`config.mk`:
```
export PLATFORM = sky130hd
export DESIGN_NAME = matrix_operand_dma
export DESIGN_NICKNAME = d
export VERILOG_FILES = /design/src/rtl/matrix_operand_dma.sv
export SDC_FILE = /design/constraint.sdc
export NUM_CORES = 1
export LEC_CHECK = 0
export ABC_AREA = 1
export BUFFER_PORTS_ARGS = -buffer_cell sky130_fd_sc_hd__buf_4
export CAP_MARGIN = 20
export CORE_AREA = 4 4 523 525
export DETAILED_ROUTE_END_ITERATION = 8
export DIE_AREA = 0 0 527 529
export HOLD_SLACK_MARGIN = 0.08
export PLACE_DENSITY_LB_ADDON = 0.25
export REMOVE_ABC_BUFFERS = 1
export SLEW_MARGIN = 5
export SYNTH_ARGS = -nofsm -noshare
export SYNTH_HDL_FRONTEND = slang
export SYNTH_SLANG_ARGS = --single-unit
```
`constraint.sdc`:
```
create_clock -name Clk -period 3.75 [get_ports Clk]
set_input_delay 0.5625 -clock Clk [delete_from_list [all_inputs] [get_ports Clk]]
set_output_delay 0.5625 -clock Clk [all_outputs]
set_load 0.03 [all_outputs]
```
`src/rtl/matrix_operand_dma.sv`:
```
// matrix_operand_dma: fetches two operand words from main memory, hands them to the
// execution unit, then writes the returned result back to main memory.
module matrix_operand_dma #(
  parameter int unsigned DATA_W    = 256,
  parameter int unsigned ADDR_W    = 16,
  parameter logic [3:0]  MEM_SEL   = 4'h0,
  parameter int unsigned MEM_DEPTH = 12
) (
  input  logic              Clk,
  input  logic              nReset,
  input  logic              cmd_valid,
  output logic              cmd_ready,
  input  logic [11:0]       cmd_src0,
  input  logic [11:0]       cmd_src1,
  input  logic [11:0]       cmd_dst,
  output logic [ADDR_W-1:0] mem_addr,
  output logic              mem_nRead,
  output logic              mem_nWrite,
  output logic [DATA_W-1:0] mem_wdata,
  input  logic [DATA_W-1:0] mem_rdata,
  output logic              op_valid,
  input  logic              op_ready,
  output logic [DATA_W-1:0] op_a,
  output logic [DATA_W-1:0] op_b,
  input  logic              res_valid,
  output logic              res_ready,
  input  logic [DATA_W-1:0] res_data,
  output logic              busy,
  output logic              done,
  output logic              err
);

  localparam int unsigned IdxW = 12;

  typedef enum logic [2:0] {
    StIdle, StRd0, StRd1, StCap, StIssue, StWaitRes, StWr, StDone
  } state_e;

  state_e              state_q, state_d;
  logic [IdxW-1:0]     src1_q, dst_q;
  logic                err_q;
  logic [ADDR_W-1:0]   addr_q;
  logic [DATA_W-1:0]   op_a_q, op_b_q, wdata_q;
  logic                cmd_bad;

  // Any out-of-range index rejects the whole command before touching the bus.
  assign cmd_bad = (cmd_src0 >= IdxW'(MEM_DEPTH)) || (cmd_src1 >= IdxW'(MEM_DEPTH)) ||
                   (cmd_dst >= IdxW'(MEM_DEPTH));

  // State register.
  always_ff @(posedge Clk or negedge nReset) begin
    if (!nReset) state_q <= StIdle;
    else         state_q <= state_d;
  end

  // Next-state logic.
  always_comb begin
    state_d = state_q;
    case (state_q)
      StIdle:    if (cmd_valid) state_d = cmd_bad ? StDone : StRd0;
      StRd0:     state_d = StRd1;
      StRd1:     state_d = StCap;
      StCap:     state_d = StIssue;
      StIssue:   if (op_ready) state_d = StWaitRes;
      StWaitRes: if (res_valid) state_d = StWr;
      StWr:      state_d = StDone;
      StDone:    state_d = StIdle;
      default:   state_d = StIdle;
    endcase
  end

  // Command, address and data capture; the address register is loaded on the edge that
  // enters each bus state, so it holds its last value whenever the strobes are idle.
  always_ff @(posedge Clk or negedge nReset) begin
    if (!nReset) begin
      src1_q  <= '0;
      dst_q   <= '0;
      err_q   <= 1'b0;
      addr_q  <= '0;
      op_a_q  <= '0;
      op_b_q  <= '0;
      wdata_q <= '0;
    end else begin
      case (state_q)
        StIdle: begin
          if (cmd_valid) begin
            src1_q <= cmd_src1;
            dst_q  <= cmd_dst;
            err_q  <= cmd_bad;
            if (!cmd_bad) addr_q <= {MEM_SEL, cmd_src0};
          end
        end
        StRd0:   addr_q <= {MEM_SEL, src1_q};
        StRd1:   op_a_q <= mem_rdata;
        StCap:   op_b_q <= mem_rdata;
        StWaitRes: begin
          if (res_valid) begin
            wdata_q <= res_data;
            addr_q  <= {MEM_SEL, dst_q};
          end
        end
        default: ;
      endcase
    end
  end

  // Moore output decode.
  always_comb begin
    cmd_ready  = 1'b0;
    mem_nRead  = 1'b1;
    mem_nWrite = 1'b1;
    op_valid   = 1'b0;
    res_ready  = 1'b0;
    busy       = 1'b1;
    done       = 1'b0;
    err        = 1'b0;
    case (state_q)
      StIdle: begin
        cmd_ready = 1'b1;
        busy      = 1'b0;
      end
      StRd0, StRd1: mem_nRead  = 1'b0;
      StIssue:      op_valid   = 1'b1;
      StWaitRes:    res_ready  = 1'b1;
      StWr:         mem_nWrite = 1'b0;
      StDone: begin
        done = 1'b1;
        err  = err_q;
      end
      default: ;
    endcase
  end

  assign mem_addr  = addr_q;
  assign mem_wdata = wdata_q;
  assign op_a      = op_a_q;
  assign op_b      = op_b_q;

endmodule

```
; ---- After elaboration in Yosys (flattened, before gate mapping)
; Cells that the tools add are included.
[totals]
regBits = 812
out_inout_bits = 792
input_bits = 553
wordCells = 48
[classes]
n_reduce_logical = 9
n_eq_ne = 11
magnitude_cmp = 3
muxes = 17
[ops]
columns = op, count
row1 = 2-to-1 mux 16 bit, 3
row2 = case mux 16 bit (3 select lines), 1
row3 = "greater-or-equal comparator 12 x 4 -> 1 bit, second input constant", 3
row4 = case mux 3 bit (8 select lines), 1
row5 = "equality test 3 bit, second input constant", 4
row6 = 2-to-1 mux 3 bit, 4
row7 = 2-to-1 mux 1 bit, 8
row8 = "inequality test 2 bit, second input constant", 4
row9 = "equality test 3 x 2 -> 1 bit, second input constant", 2
row10 = AND reduction 2 bit, 2
row11 = AND reduction 4 bit, 1
row12 = "equality test 3 x 1 -> 1 bit, second input constant", 1
row13 = logical NOT 3 bit, 1
row14 = AND reduction 3 bit, 1
row15 = nonzero test 3 bit, 1
row16 = logical OR 1 bit, 2
row17 = OR reduction 2 bit, 1

; ---- Logic depth before layout (Yosys ltp)
; Gate-level depths: netlist (run 1).
[logic_depth]
depth_word = 6
ltp_mapped = 11
ltp_nobuf = 10

; ---- Worst setup path before layout (run 1)
; OpenSTA, ideal clock, no wires.
[synth_timing]
path_type = reg2out
startpoint = reg state_q[1]
endpoint = out mem_nRead
required_ns = 3.188
slack_ns = 1.767
path_stages_with_launch = 8
t_arrival_ns = 1.420
path_cell_list = dfrtp_1 > inv_1 > nor2_1 > nand2_1 > buf_2 > clkbuf_1 > o21ai_0 > inv_1
[synth_between]
elab_chain_cells = 3
[synth_lines]
columns = item, line_no
row1 = start: declaration, 39  ; state_e state_q, state_d;
row2 = start signal: assignment, 52  ; if (!nReset) state_q <= StIdle;
row3 = start signal: assignment, 53  ; else state_q <= state_d;
row4 = equality test 3 x 2 -> 1 bit / equality test 3 x 1 -> 1 bit (equally long branches), 117  ; case (state_q)
row5 = OR reduction 2 bit *, 117
row6 = 2-to-1 mux 1 bit *, 117
row7 = end: declaration, 17  ; output logic mem_nRead,
; Mark *: on every way between the ends. The rest lies on a longest branch, timed or not.

; ---- Final worst setup path (run 1)
; Same ends and word-level chain as after synthesis.

==> results of run 1 <==
==> state kept, by name, indices dropped and copies added, names as in the netlist <==
| signal | cells |
|---|---|
| state_q | 3 |
| mem_addr | 12 |
| mem_wdata | 256 |
| op_b | 256 |
| err_q | 1 |
| op_a | 256 |
| dst_q | 12 |
| src1_q | 12 |
==> metrics by stage <==
step	hold slack (ns)	TNS (ns)	instances	worst slack [ns]	total power [mW]
after CTS	0.0840	0	8266	0.627	54.5
after global routing	0.103	0	8271	0.623	56.6
after floorplan	0.267	-2339.56	2582	-5.29	30.6
after global placement	0.459	0	7546	1.09	43.2
final	0.160	0	8279	0.884	53.3
after detailed placement	0.460	0	7546	1.09	43.4
==> cells in the mapped netlist (2+ instances only) <==
library cell / n / area, µm²
buf_1: 13 / 48.8
buf_2: 19 / 95.1
buf_4: 4 / 30.0
buf_6: 27 / 304
clkbuf_1: 92 / 345
dfrtp_1: 808 / 20200
inv_1: 287 / 1080
mux2_1: 13 / 146
mux2_2: 16 / 180
mux2_4: 227 / 3410
nand2_1: 646 / 2420
nand2_2: 2 / 12.5
nand3_1: 26 / 130
nor2_1: 15 / 56.3
o21ai_0: 530 / 2650
==> cells by family (layout without fill, tap and decap cells) <==
| family | count (synthesis) | count (layout) |
|---|---|---|
| DFF | 808 | 808 |
| and+or+nand+nor | 694 | 694 |
| AOI/OAI and AO/OA | 532 | 532 |
| buffers and inverters | 443 | 2403 |
| muxes | 256 | 256 |
| other | 1 | 16 |
==> power by group through the flow <==
stage	Clock, mW	Sequential, mW	Combinational, mW
floorplan	0	23.8	6.81
global placement	0	16.3	26.9
detailed placement	0	16.4	27.0
CTS	10.6	16.3	27.6
global route	10.9	16.8	28.9
finish	10.2	16.3	26.9
==> layout make-up <==
cell class / instances / area [µm²]
Fill cell: 29600 / 215000
Inverter: 288 / 1080
Timing Repair Buffer: 1928 / 16000
Multi-Input combinational cell: 1486 / 9110
Antenna cell: 12 / 30.0
Clock buffer: 159 / 3110
Tap cell: 3570 / 4470
Sequential cell: 808 / 20200
Clock inverter: 28 / 313
==> worst register-to-register path: stages, from the launching register on <==
cell and delay [ns]:
dfrtp_1 0.45, inv_1 0.13, nand2_2 0.20, nor2_4 0.42, nand2_8 0.34, buf_12 0.65
mux2_4 0.44
==> per-layer routing <==
layer | part of all wire | GRT usage | vias up | routed length [µm]
li1 | - | - | 12600 | -
met1 | 0.37 | 0.129 | 12800 | 65000
met2 | 0.48 | 0.206 | 1092 | 84600
met3 | 0.12 | 0.0612 | 227 | 20400
met4 | 0.031 | 0.0377 | 14 | 5360
met5 | 0.00055 | 0 | - | 96
==> how the worst min path moves through the flow <==
| stage | to | depth (start not counted) |
|---|---|---|
| 2_1_floorplan | dst_q[0] | 0 |
| 3_3_place_gp | dst_q[2] | 2 |
| 3_5_place_dp | dst_q[2] | 2 |
| 4_1_cts | op_a[104] | 3 |
| 5_1_grt | op_a[104] | 3 |
| 6_report | op_a[104] | 3 |
==> insert_results.sql, run 1 <==
INSERT INTO impl_metrics (metric_group, metric, value, unit) VALUES
('clock_network', 'cts.sinks', '808', ''),
('final_layout', 'most-common-layout-cells', '1378 x buf_4, 808 x dfrtp_1, 645 x nand2_1', ''),
('floorplanning', 'floorplan.io_pins', '1345', ''),
('yosys', 'synthesized_cell_area', '0.0312', 'mm²'),
('critical_path', 'critical_path_cell_count', '6', ''),
('critical_path', 'worst-r2r-setup-slack', '1.02', 'ns'),
('global_routing', 'grt_pass1_vias', '28600', ''),
('yosys', 'post_synth.cell_area_avg', '11.4', 'µm²'),
('yosys', 'synth-seq-cells', '808', ''),
('critical_path', 'timing.reg2reg.worst_path_depth', '6', ''),
('global_routing', 'grt_remaining_overflow', '0', ''),
('clock_network', 'cts_max_level', '3', ''),
('critical_path', 'path_cells', 'inv_1 > nor2_1 > nand2_4 > o21ai_0 > inv_1 > buf_4', ''),
('floorplanning', 'core_region_area', '0.269', 'mm²'),
('route', 'route.antenna.remaining_nets', '0', ''),
('route', 'detail_route.wirelength', '175000', 'µm'),
('floorplanning', 'dieArea', '0.279', 'mm²'),
('outcome', 'status', 'complete, no violations', ''),
('global_routing', 'track_usage', '0.121', ''),
('yosys', 'postSynth.topFlopCell', 'dfrtp_1', ''),
('clock_network', 'cts_inserted_buffers', '107', ''),
('clock_network', 'clkSlewWorstSetupHoldPaths', '0.06', 'ns'),
('pwr', 'total_switching_power', '24.5', 'mW'),
('pwr', 'total_leakage_power', '27.1', 'nW'),
('pwr', 'fraction_of_power_spent_switching_nets', '0.459', ''),
('critical_path', 'arrival_worst_endpoint', '2.30', 'ns'),
('global_routing', 'pin_count_of_the_biggest_net_entering_global_routing', '167', ''),
('critical_path', 'critical_path.endpoint', 'mem_nRead', ''),
('timing', 'max-slew-margin-rel', '0.360', ''),
('timing', 'skew', '0.0230', 'ns'),
('route', 'drtIter0Drc', '1193', ''),
('pwr', 'power-per-cell-area', '981', 'mW/mm²'),
('yosys', 'post_synth_and_or_nand_nor_area_fraction', '0.0854', ''),
('yosys', 'synth-xor-area-share', '0', ''),
('floorplanning', 'floorplan.initialDensity', '0.116', ''),
('final_layout', 'finalCoreUtilization', '0.202', ''),
('critical_path', 'largest_delay_share_family_worst_path', 'simple AND/OR/NAND/NOR gates', ''),
('critical_path', 'start_kind', 'register', ''),
('floorplanning', 'num_rows', '191', ''),
('global_routing', 'grt_first_pass_wirelength', '238000', 'µm'),
('worst_hold_path', 'timing.hold.worst.start', 'mem_rdata[104]', ''),
('final_layout', 'nets', '5172', ''),
('pwr', 'p_int', '28.8', 'mW'),
('critical_path', 'max_stage_delay', '0.45', 'ns'),
('clock_network', 'cts.repair.resized', '0', ''),
('route', 'detailroute.via_count', '26700', ''),
('placement', 'dp.final_hpwl', '144000', 'µm'),
('timing', 'timing.final.max_slew_violations', '0', ''),
('yosys', 'synth.yosys.seq_area_share', '0.648', ''),
('final_layout', 'drive_gt1_frac', '0.384', ''),
('critical_path', 'critical_path_class', 'reg -> out', ''),
('critical_path', 'cpMostUsedCell', 'inv_1', ''),
('critical_path', 'cp_data_required_time', '3.19', 'ns'),
('clock_network', 'cts.hold.buffers_added', '533', ''),
('floorplanning', 'die_w', '527', 'µm'),
('pwr', 'vdd.ir_drop.worst', '0.466', 'mV'),
('placement', 'place_congestion', '0.847', ''),
('pwr', 'power_frac_comb', '0.504', ''),
('job', 'drv_cap', '0', ''),
('clock_network', 'number_of_setup_buffers_added_after_cts', '0', ''),
('final_layout', 'postLayoutCellArea', '0.0544', 'mm²'),
('timing', 'hold_viol', '0', ''),
('worst_hold_path', 'holdCritPathClass', 'in -> reg', ''),
('timing', 'rsz0062_at_grt', 'false', ''),
('critical_path', 'critPathSlowestCell', 'dfrtp_1', ''),
('clock_network', 'clk_root_buffer_cell', 'clkbuf_16', ''),
('yosys', 'muxShareOfSynthArea', '0.120', ''),
('yosys', 'postSynthCellCount', '2734', ''),
('route', 'routed_wire_length_per_instance', '21.2', 'µm'),
('critical_path', 'reg2reg_from', 'state_q[1]', ''),
('clock_network', 'cts.path.max_buffers', '4', '');
(Power assumes the default switching activity.)
==> inputs of run 2 (changes only) <==
--- a/config.mk
+++ b/config.mk
@@ -5,12 +5,12 @@
 export SDC_FILE = /design/constraint.sdc
 export NUM_CORES = 1
 export LEC_CHECK = 0
-export ABC_AREA = 1
+export ABC_AREA = 0
 export BUFFER_PORTS_ARGS = -buffer_cell sky130_fd_sc_hd__buf_4
 export CAP_MARGIN = 20
-export CORE_AREA = 4 4 523 525
+export CORE_AREA = 4 4 519 521
 export DETAILED_ROUTE_END_ITERATION = 8
-export DIE_AREA = 0 0 527 529
+export DIE_AREA = 0 0 523 525
 export HOLD_SLACK_MARGIN = 0.08
 export PLACE_DENSITY_LB_ADDON = 0.25
 export REMOVE_ABC_BUFFERS = 1
==> constraint.sdc (replaced) <==
create_clock -name Clk -period 2.6 [get_ports Clk]
set_input_delay 0.39 -clock Clk [delete_from_list [all_inputs] [get_ports Clk]]
set_output_delay 0.39 -clock Clk [all_outputs]
set_load 0.03 [all_outputs]
==> run 2 against run 1 <==
  * Clock-buffer cell count decreased by 4
  * Die area shrank 1.5%
  * Global-route usage is 1.6 points higher
  * Combinational power rose by 51%
  * Flip-flop and latch count unchanged
  * Clock power rose by 45%
  * Wire length up 11%
  * First-iteration DRC count shrank 21%
  * Final cell count decreased by 9.9%
  * Design area rose by 0.37%
  * Register-to-register slack worse by 0.67 ns
==> insert_results.sql, run 2 <==
INSERT INTO impl_metrics (metric_group, metric, value, unit) VALUES
('critical_path', 'arrival_worst_endpoint', '2.02', 'ns'),
('global_routing', 'grt_antenna_before_repair', '129', ''),
('yosys', 'synth.yosys.seq_area_share', '0.658', ''),
('clock_network', 'cts.sinks', '808', ''),
('clock_network', 'cts_tree', 'built', ''),
('critical_path', 'endpoint_kind', 'primary output', ''),
('final_layout', 'n_fill_cell', '28600', ''),
('critical_path', 'timing.critical_path.fanout_max', '11', ''),
('final_layout', 'most-common-layout-cells', '1394 x buf_4, 808 x dfrtp_1, 740 x mux2_2', ''),
('timing', 'highest_attainable_clock_frequency', '0.415', 'GHz'),
('placement', 'dp.final_hpwl', '163000', 'µm'),
('final_layout', 'layout.cells.most_common', 'buf_4', ''),
('floorplanning', 'dieArea', '0.275', 'mm²'),
('timing', 'setup_ws', '0.192', 'ns'),
('route', 'detail_route.wirelength', '195000', 'µm'),
('critical_path', 'reg2reg_from', 'state_q[2]', ''),
('job', 'drv_cap', '0', ''),
('critical_path', 'reg_to_reg_end', 'op_b[217]', ''),
('pwr', 'power-per-cell-area', '1430', 'mW/mm²'),
('final_layout', 'nets', '4349', ''),
('critical_path', 'path_cells', 'buf_4 > or2_2 > buf_4', ''),
('worst_hold_path', 'worst_hold_path.endpoint', 'state_q[0]', ''),
('global_routing', 'track_usage', '0.136', ''),
('route', 'drt_first_pass_iters', '4', ''),
('global_routing', 'grt_first_pass_wirelength', '255000', 'µm'),
('final_layout', 'syn2layout_area_growth', '77.4', '%'),
('critical_path', 'largest_delay_share_family_worst_path', 'flip-flops', ''),
('route', 'routed_wire_length_per_instance', '26.1', 'µm'),
('timing', 'skew', '0.0202', 'ns'),
('pwr', 'vdd.ir_drop.worst', '0.747', 'mV'),
('yosys', 'synth_top_area_cell', 'dfrtp_1', ''),
('timing', 'final.setup.tns', '0', 'ns'),
('route', 'drtIter0Drc', '944', ''),
('route', 'route.antenna.remaining_nets', '0', ''),
('critical_path', 'crit_buf_inv', '2', ''),
('clock_network', 'cts_max_level', '3', ''),
('floorplanning', 'floorplan.initialDensity', '0.116', ''),
('timing', 'hold-worst-slack', '0.195', 'ns'),
('timing', 'finalWorstPathRequiredPeriod', '2.41', 'ns'),
('pwr', 'total_leakage_power', '24.1', 'nW'),
('pwr', 'finalPower', '78.2', 'mW'),
('route', 'drt-vias-per-instance', '3.27', ''),
('floorplanning', 'num_rows', '189', ''),
('clock_network', 'clkSlewWorstSetupHoldPaths', '0.05', 'ns'),
('worst_hold_path', 'timing.hold.worst.start', 'op_ready', ''),
('critical_path', 'timing.reg2reg.worst_path_depth', '5', ''),
('timing', 'worst_slew_pin_slew', '0.773', 'ns'),
('placement', 'place.port_buffers', '1340', ''),
('yosys', 'ys_top_cells_by_count', '808 x dfrtp_1, 740 x mux2_2, 58 x buf_2, 42 x mux2_1, 29 x buf_6', ''),
('timing', 'setup_violations', '0', ''),
('yosys', 'synth-edff-count', '0', ''),
('yosys', 'synth_area_leaders', 'dfrtp_1 66%, mux2_2 27%, mux2_1 1.5%', ''),
('critical_path', 'critPathSlowestCell', 'dfrtp_1', ''),
('clock_network', 'cts.path.max_buffers', '3', ''),
('worst_hold_path', 'min_path_cells', '4', ''),
('placement', 'dp_worst_setup_slack', '0.266', 'ns'),
('route', 'detailroute.via_count', '24400', ''),
('critical_path', 'cpMostUsedCell', 'buf_4', ''),
('timing', 'max-slew-margin-rel', '0.485', ''),
('global_routing', 'grt_remaining_overflow', '0', ''),
('timing', 'post-route-period-util', '0.926', ''),
('placement', 'place_congestion', '0.883', ''),
('worst_hold_path', 'holdCritPathClass', 'in -> reg', ''),
('yosys', 'postSynthCellCount', '1821', ''),
('yosys', 'post_synth.cell_area_avg', '16.9', 'µm²'),
('yosys', 'synth-seq-cells', '808', ''),
('timing', 'hold_viol', '0', ''),
('critical_path', 'max_stage_delay', '0.48', 'ns'),
('yosys', 'yosysMostFrequentCell', 'dfrtp_1', ''),
('critical_path', 'cp_data_required_time', '2.21', 'ns'),
('yosys', 'synthesized_cell_area', '0.0307', 'mm²'),
('yosys', 'synth_cell_types', '41', ''),
('clock_network', 'insertion_delay', '0.72', 'ns'),
('yosys', 'postSynth.topFlopCell', 'dfrtp_1', ''),
('clock_network', 'cts_inserted_buffers', '106', ''),
('clock_network', 'clk_root_buffer_cell', 'clkbuf_16', ''),
('final_layout', 'drive_gt1_frac', '0.603', ''),
('final_layout', 'finalCoreUtilization', '0.206', ''),
('floorplanning', 'die_w', '523', 'µm'),
('critical_path', 'start_kind', 'register', ''),
('yosys', 'yosysTopAreaCellShare', '0.658', ''),
('floorplanning', 'die_h', '525', 'µm'),
('yosys', 'synth-warning-count', '0', ''),
('floorplanning', 'floorplan.io_pins', '1345', ''),
('critical_path', 'critical_path_class', 'reg -> out', ''),
('outcome', 'status', 'complete, no violations', ''),
('yosys', 'async_flop_share', '1.00', ''),
('critical_path', 'worst-r2r-setup-slack', '0.35', 'ns'),
('route', 'drc_errors', '0', ''),
('global_routing', 'grt_pass1_vias', '26500', ''),
('timing', 'rsz0062_at_grt', 'false', ''),
('timing', 'timing.final.max_slew_violations', '0', ''),
('global_routing', 'pin_count_of_the_biggest_net_entering_global_routing', '97', ''),
('floorplanning', 'core_region_area', '0.265', 'mm²');
-- run 2: cell types whose count changed in the layout (fill, tap and decap cells not counted), moves of 16 or more --
cell	change
mux2_2	+724
nand2_1	-645
o21ai_0	-517
inv_1	-287
mux2_4	-217
diode_2	+36
mux2_1	+29
nand3_1	-25
o211ai_1	+24
dlygate4sd3_1	+18
buf_4	+16
-- run 2: cell type report --
class                           count  area, µm²  area share
Antenna cell                       48        120     0.00220
Clock buffer                      155       3030      0.0555
Clock inverter                     34        448     0.00821
Inverter                            1       5.00   0.0000917
Multi-Input combinational cell    907       9810       0.180
Sequential cell                   808      20200       0.371
Tap cell                         3533       4420      0.0810
Timing Repair Buffer             1972      16500       0.303
-- run 2: tightest hold or removal path: stages --
cell and delay [ns]:
buf_4 0.11, a211o_1 0.12, a21oi_1 0.11, xnor2_1 0.14
-- run 2: repair_timing --
action | 4_1_cts | 5_1_grt
resized for setup | 0 | 1
setup endpoints to repair | 0 | 1
endpoints found under the hold margin | 1104 | 0
hold buffers | 551 | 0
setup buffers | 0 | 0
-- run 2: how the worst max path moves through the flow --
stage                           from           end  cells past startpoint
after floorplan           state_q[1]       op_a[0]                      2
after global placement     res_valid  mem_addr[10]                      6
after detailed placement   res_valid   mem_addr[3]                      6
after CTS                 state_q[1]     mem_nRead                      4
after global routing      state_q[1]     mem_nRead                      4
final                     state_q[2]     mem_nRead                      3
-- run 2: layer usage --
layer / part of all wire / track usage
met1: 0.42 / 0.168
met2: 0.44 / 0.212
met3: 0.12 / 0.0667
met4: 0.025 / 0.0343
met5: 0.0028 / 0
-- run 2: kinds of logic (layout without fill, tap and decap cells) --
group	count (synthesis)	in the layout	share of synthesized area
other	1	52	0.000122
buffers and inverters	109	2162	0.0245
and+or+nand+nor	38	38	0.00745
DFF	808	808	0.658
muxes	804	804	0.295
AOI/OAI and AO/OA	59	59	0.0146
xor gates and xnor gates	2	2	0.000570
-- run 2: report_power, final --
part / total [mW] / internal, mW / switching (mW)
logic: 40.6 / 15.7 / 24.9
clock network: 14.8 / 8.66 / 6.10
registers: 22.9 / 19.1 / 3.77
-- run 2: through the flow --
step / std cells / cell area (µm²)
after global routing: 7441 / 54500
after CTS: 7409 / 54400
after floorplan: 1716 / 30000
final: 7458 / 54600
after global placement: 6669 / 45400
after detailed placement: 6669 / 45400
==> inputs of run 3 (changes only) <==
--- a/config.mk
+++ b/config.mk
@@ -9,10 +9,13 @@
 export BUFFER_PORTS_ARGS = -buffer_cell sky130_fd_sc_hd__buf_4
 export CAP_MARGIN = 20
 export CORE_AREA = 4 4 519 521
+export CTS_CLUSTER_DIAMETER = 100
 export DETAILED_ROUTE_END_ITERATION = 8
 export DIE_AREA = 0 0 523 525
 export HOLD_SLACK_MARGIN = 0.08
+export MAX_ROUTING_LAYER = met4
 export PLACE_DENSITY_LB_ADDON = 0.25
+export RECOVER_POWER = 100
 export REMOVE_ABC_BUFFERS = 1
 export SLEW_MARGIN = 5
 export SYNTH_ARGS = -nofsm -noshare
==> run 3 against run 2 <==
  * Power shrank 6.9%
  * Flip-flop and latch count is the same
  * Non-clock buffer count grew 1
  * First-iteration DRC count grew 7.0%
  * Critical path depth grew 1
  * Combinational power shrank 14%
  * Critical endpoint unchanged
  * Clock-buffer cell count grew 4
==> insert_results.sql, run 3 (same netlist as run 2, synthesis figures left out) <==
INSERT INTO impl_metrics (metric_group, metric, value, unit) VALUES
('route', 'detail_route.wirelength', '195000', 'µm'),
('placement', 'place.port_buffers', '1340', ''),
('final_layout', 'drive_gt1_frac', '0.396', ''),
('critical_path', 'critical_path_class', 'reg -> out', ''),
('floorplanning', 'dieArea', '0.275', 'mm²'),
('route', 'drt_first_pass_iters', '6', ''),
('timing', 'setup_violations', '0', ''),
('final_layout', 'layoutNonFillerInstCount', '7515', ''),
('route', 'met2_length', '85500', 'µm'),
('worst_hold_path', 'holdCritPathClass', 'in -> reg', ''),
('final_layout', 'nets', '4351', ''),
('timing', 'skew', '0.0320', 'ns'),
('route', 'detailroute.via_count', '24400', ''),
('pwr', 'vdd.ir_drop.worst', '0.649', 'mV'),
('route', 'drtIter0Drc', '1010', ''),
('route', 'route.antenna.remaining_nets', '0', ''),
('critical_path', 'arrival_worst_endpoint', '2.06', 'ns'),
('clock_network', 'cts.sinks', '808', ''),
('pwr', 'total_leakage_power', '21.1', 'nW'),
('clock_network', 'cts_inserted_buffers', '107', ''),
('clock_network', 'cts_max_level', '3', ''),
('timing', 'worst_slew_pin_slew', '1.28', 'ns'),
('route', 'met3WireLength', '23500', 'µm'),
('critical_path', 'endpoint_kind', 'primary output', ''),
('timing', 'rsz0062_at_grt', 'false', ''),
('global_routing', 'grt_antenna_before_repair', '131', ''),
('final_layout', 'syn2layout_area_growth', '67.5', '%'),
('timing', 'timing.final.max_slew_violations', '0', ''),
('timing', 'hold_viol', '0', ''),
('timing', 'highest_attainable_clock_frequency', '0.408', 'GHz'),
('critical_path', 'timing.critical_path.fanout_max', '18', ''),
('timing', 'final.setup.tns', '0', 'ns'),
('timing', 'max-slew-margin-rel', '0.149', ''),
('clock_network', 'insertion_delay', '0.75', 'ns'),
('final_layout', 'most-common-layout-cells', '827 x clkbuf_1, 808 x dfrtp_1, 740 x mux2_2', ''),
('clock_network', 'clk_root_buffer_cell', 'clkbuf_16', ''),
('timing', 'post-route-period-util', '0.942', ''),
('global_routing', 'grt_remaining_overflow', '0', ''),
('floorplanning', 'floorplan.initialDensity', '0.116', ''),
('clock_network', 'cts.path.max_buffers', '3', ''),
('placement', 'post_dp_cell_area', '0.0454', 'mm²'),
('route', 'highest_layer', 'met4', ''),
('critical_path', 'worst-r2r-setup-slack', '0.16', 'ns'),
('final_layout', 'layout.cells.most_common', 'clkbuf_1', ''),
('final_layout', 'finalCoreUtilization', '0.195', ''),
('outcome', 'status', 'complete, no violations', ''),
('placement', 'place_congestion', '0.898', ''),
('timing', 'finalWorstPathRequiredPeriod', '2.45', 'ns'),
('pwr', 'power-per-cell-area', '1410', 'mW/mm²'),
('clock_network', 'number_of_setup_buffers_added_after_cts', '0', ''),
('final_layout', 'postLayoutCellArea', '0.0515', 'mm²'),
('global_routing', 'grt_first_pass_wirelength', '255000', 'µm'),
('job', 'drv_cap', '0', ''),
('clock_network', 'cts_tree', 'built', ''),
('critical_path', 'start_kind', 'register', ''),
('global_routing', 'grt_pass1_vias', '26600', ''),
('placement', 'dp.final_hpwl', '163000', 'µm'),
('floorplanning', 'die_w', '523', 'µm'),
('route', 'drt-vias-per-instance', '3.24', ''),
('floorplanning', 'core_region_area', '0.265', 'mm²'),
('clock_network', 'clkSlewWorstSetupHoldPaths', '0.06', 'ns'),
('route', 'routedLengthMet1', '80700', 'µm'),
('critical_path', 'cp_data_required_time', '2.21', 'ns'),
('route', 'drc_errors', '0', ''),
('floorplanning', 'num_rows', '189', ''),
('route', 'routed_wire_length_per_instance', '25.9', 'µm'),
('global_routing', 'track_usage', '0.141', ''),
('floorplanning', 'floorplan.io_pins', '1345', ''),
('global_routing', 'pin_count_of_the_biggest_net_entering_global_routing', '97', ''),
('placement', 'place_inst', '6669', ''),
('floorplanning', 'die_h', '525', 'µm');
-- run 3: changes by cell type in the layout (fill, tap and decap cells not counted), sizes merged --
| cell | previous run | this run |
|---|---|---|
| clkinv | 20 | 25 |
| dlygate4sd3 | 551 | 552 |
| clkinvlp | 6 | 9 |
| bufinv | 6 | 5 |
| clkbuf | 155 | 1004 |
| inv | 3 | 2 |
| diode | 48 | 94 |
| buf | 1421 | 576 |
-- run 3: cell type report --
type | count | area, µm²
multi-input combinational | 907 | 9760
tap | 3533 | 4420
timing repair buffer | 1973 | 13200
clock inverter | 40 | 478
clock buffer | 159 | 3140
antenna | 94 | 235
sequential | 808 | 20200
inverter | 1 | 5.00
fill | 29300 | 213000
-- run 3: power by group --
group | switching [mW] | internal [mW] | total [mW]
sequential | 3.60 | 19.1 | 22.7
combinational | 24.9 | 10.1 | 35.0
clock | 6.25 | 8.89 | 15.1
-- run 3: path summary, 6_finish.rpt --
check | from | to | cells past startpoint
worst max-delay path | state_q[0] | mem_nRead | 4
worst min-delay path | res_valid | mem_wdata[116] | 3
worst max register to register | state_q[0] | mem_wdata[219] | 5
worst min register to register | src1_q[3] | src1_q[3] | 1
max in group asynchronous | nReset | mem_wdata[152] | 5
min in group asynchronous | nReset | op_b[90] | 3
-- run 3: stage by stage --
stage / power (mW) / worst slack (ns) / hold slack (ns)
2_1_floorplan: 44.0 / -9.31 / 0.0944
3_3_place_gp: 63.6 / 0.258 / 0.331
3_5_place_dp: 63.8 / 0.266 / 0.336
4_1_cts: 80.6 / 0.0400 / 0.109
5_1_grt: 77.0 / 0.0238 / 0.158
6_report: 72.9 / 0.152 / 0.213
-- run 3: critical path, stage by stage, from the launching register on --
cell and delay, ns:
dfrtp_1 0.39, clkbuf_4 0.25, xnor2_1 0.17, or2_2 0.32, buf_4 0.19
-- run 3: timing repair --
action	in CTS	in global routing
gates resized for setup	1	0
setup endpoints to repair	1	0
endpoints found under the hold margin	1081	0
hold buffers	552	0
-- run 3: routing by layer --
| layer | vias up | track usage |
|---|---|---|
| met5 | - | - |
| met2 | 1137 | 0.214 |
| li1 | 10600 | - |
| met4 | 0 | 0.0345 |
| met3 | 213 | 0.0652 |
| met1 | 12400 | 0.168 |
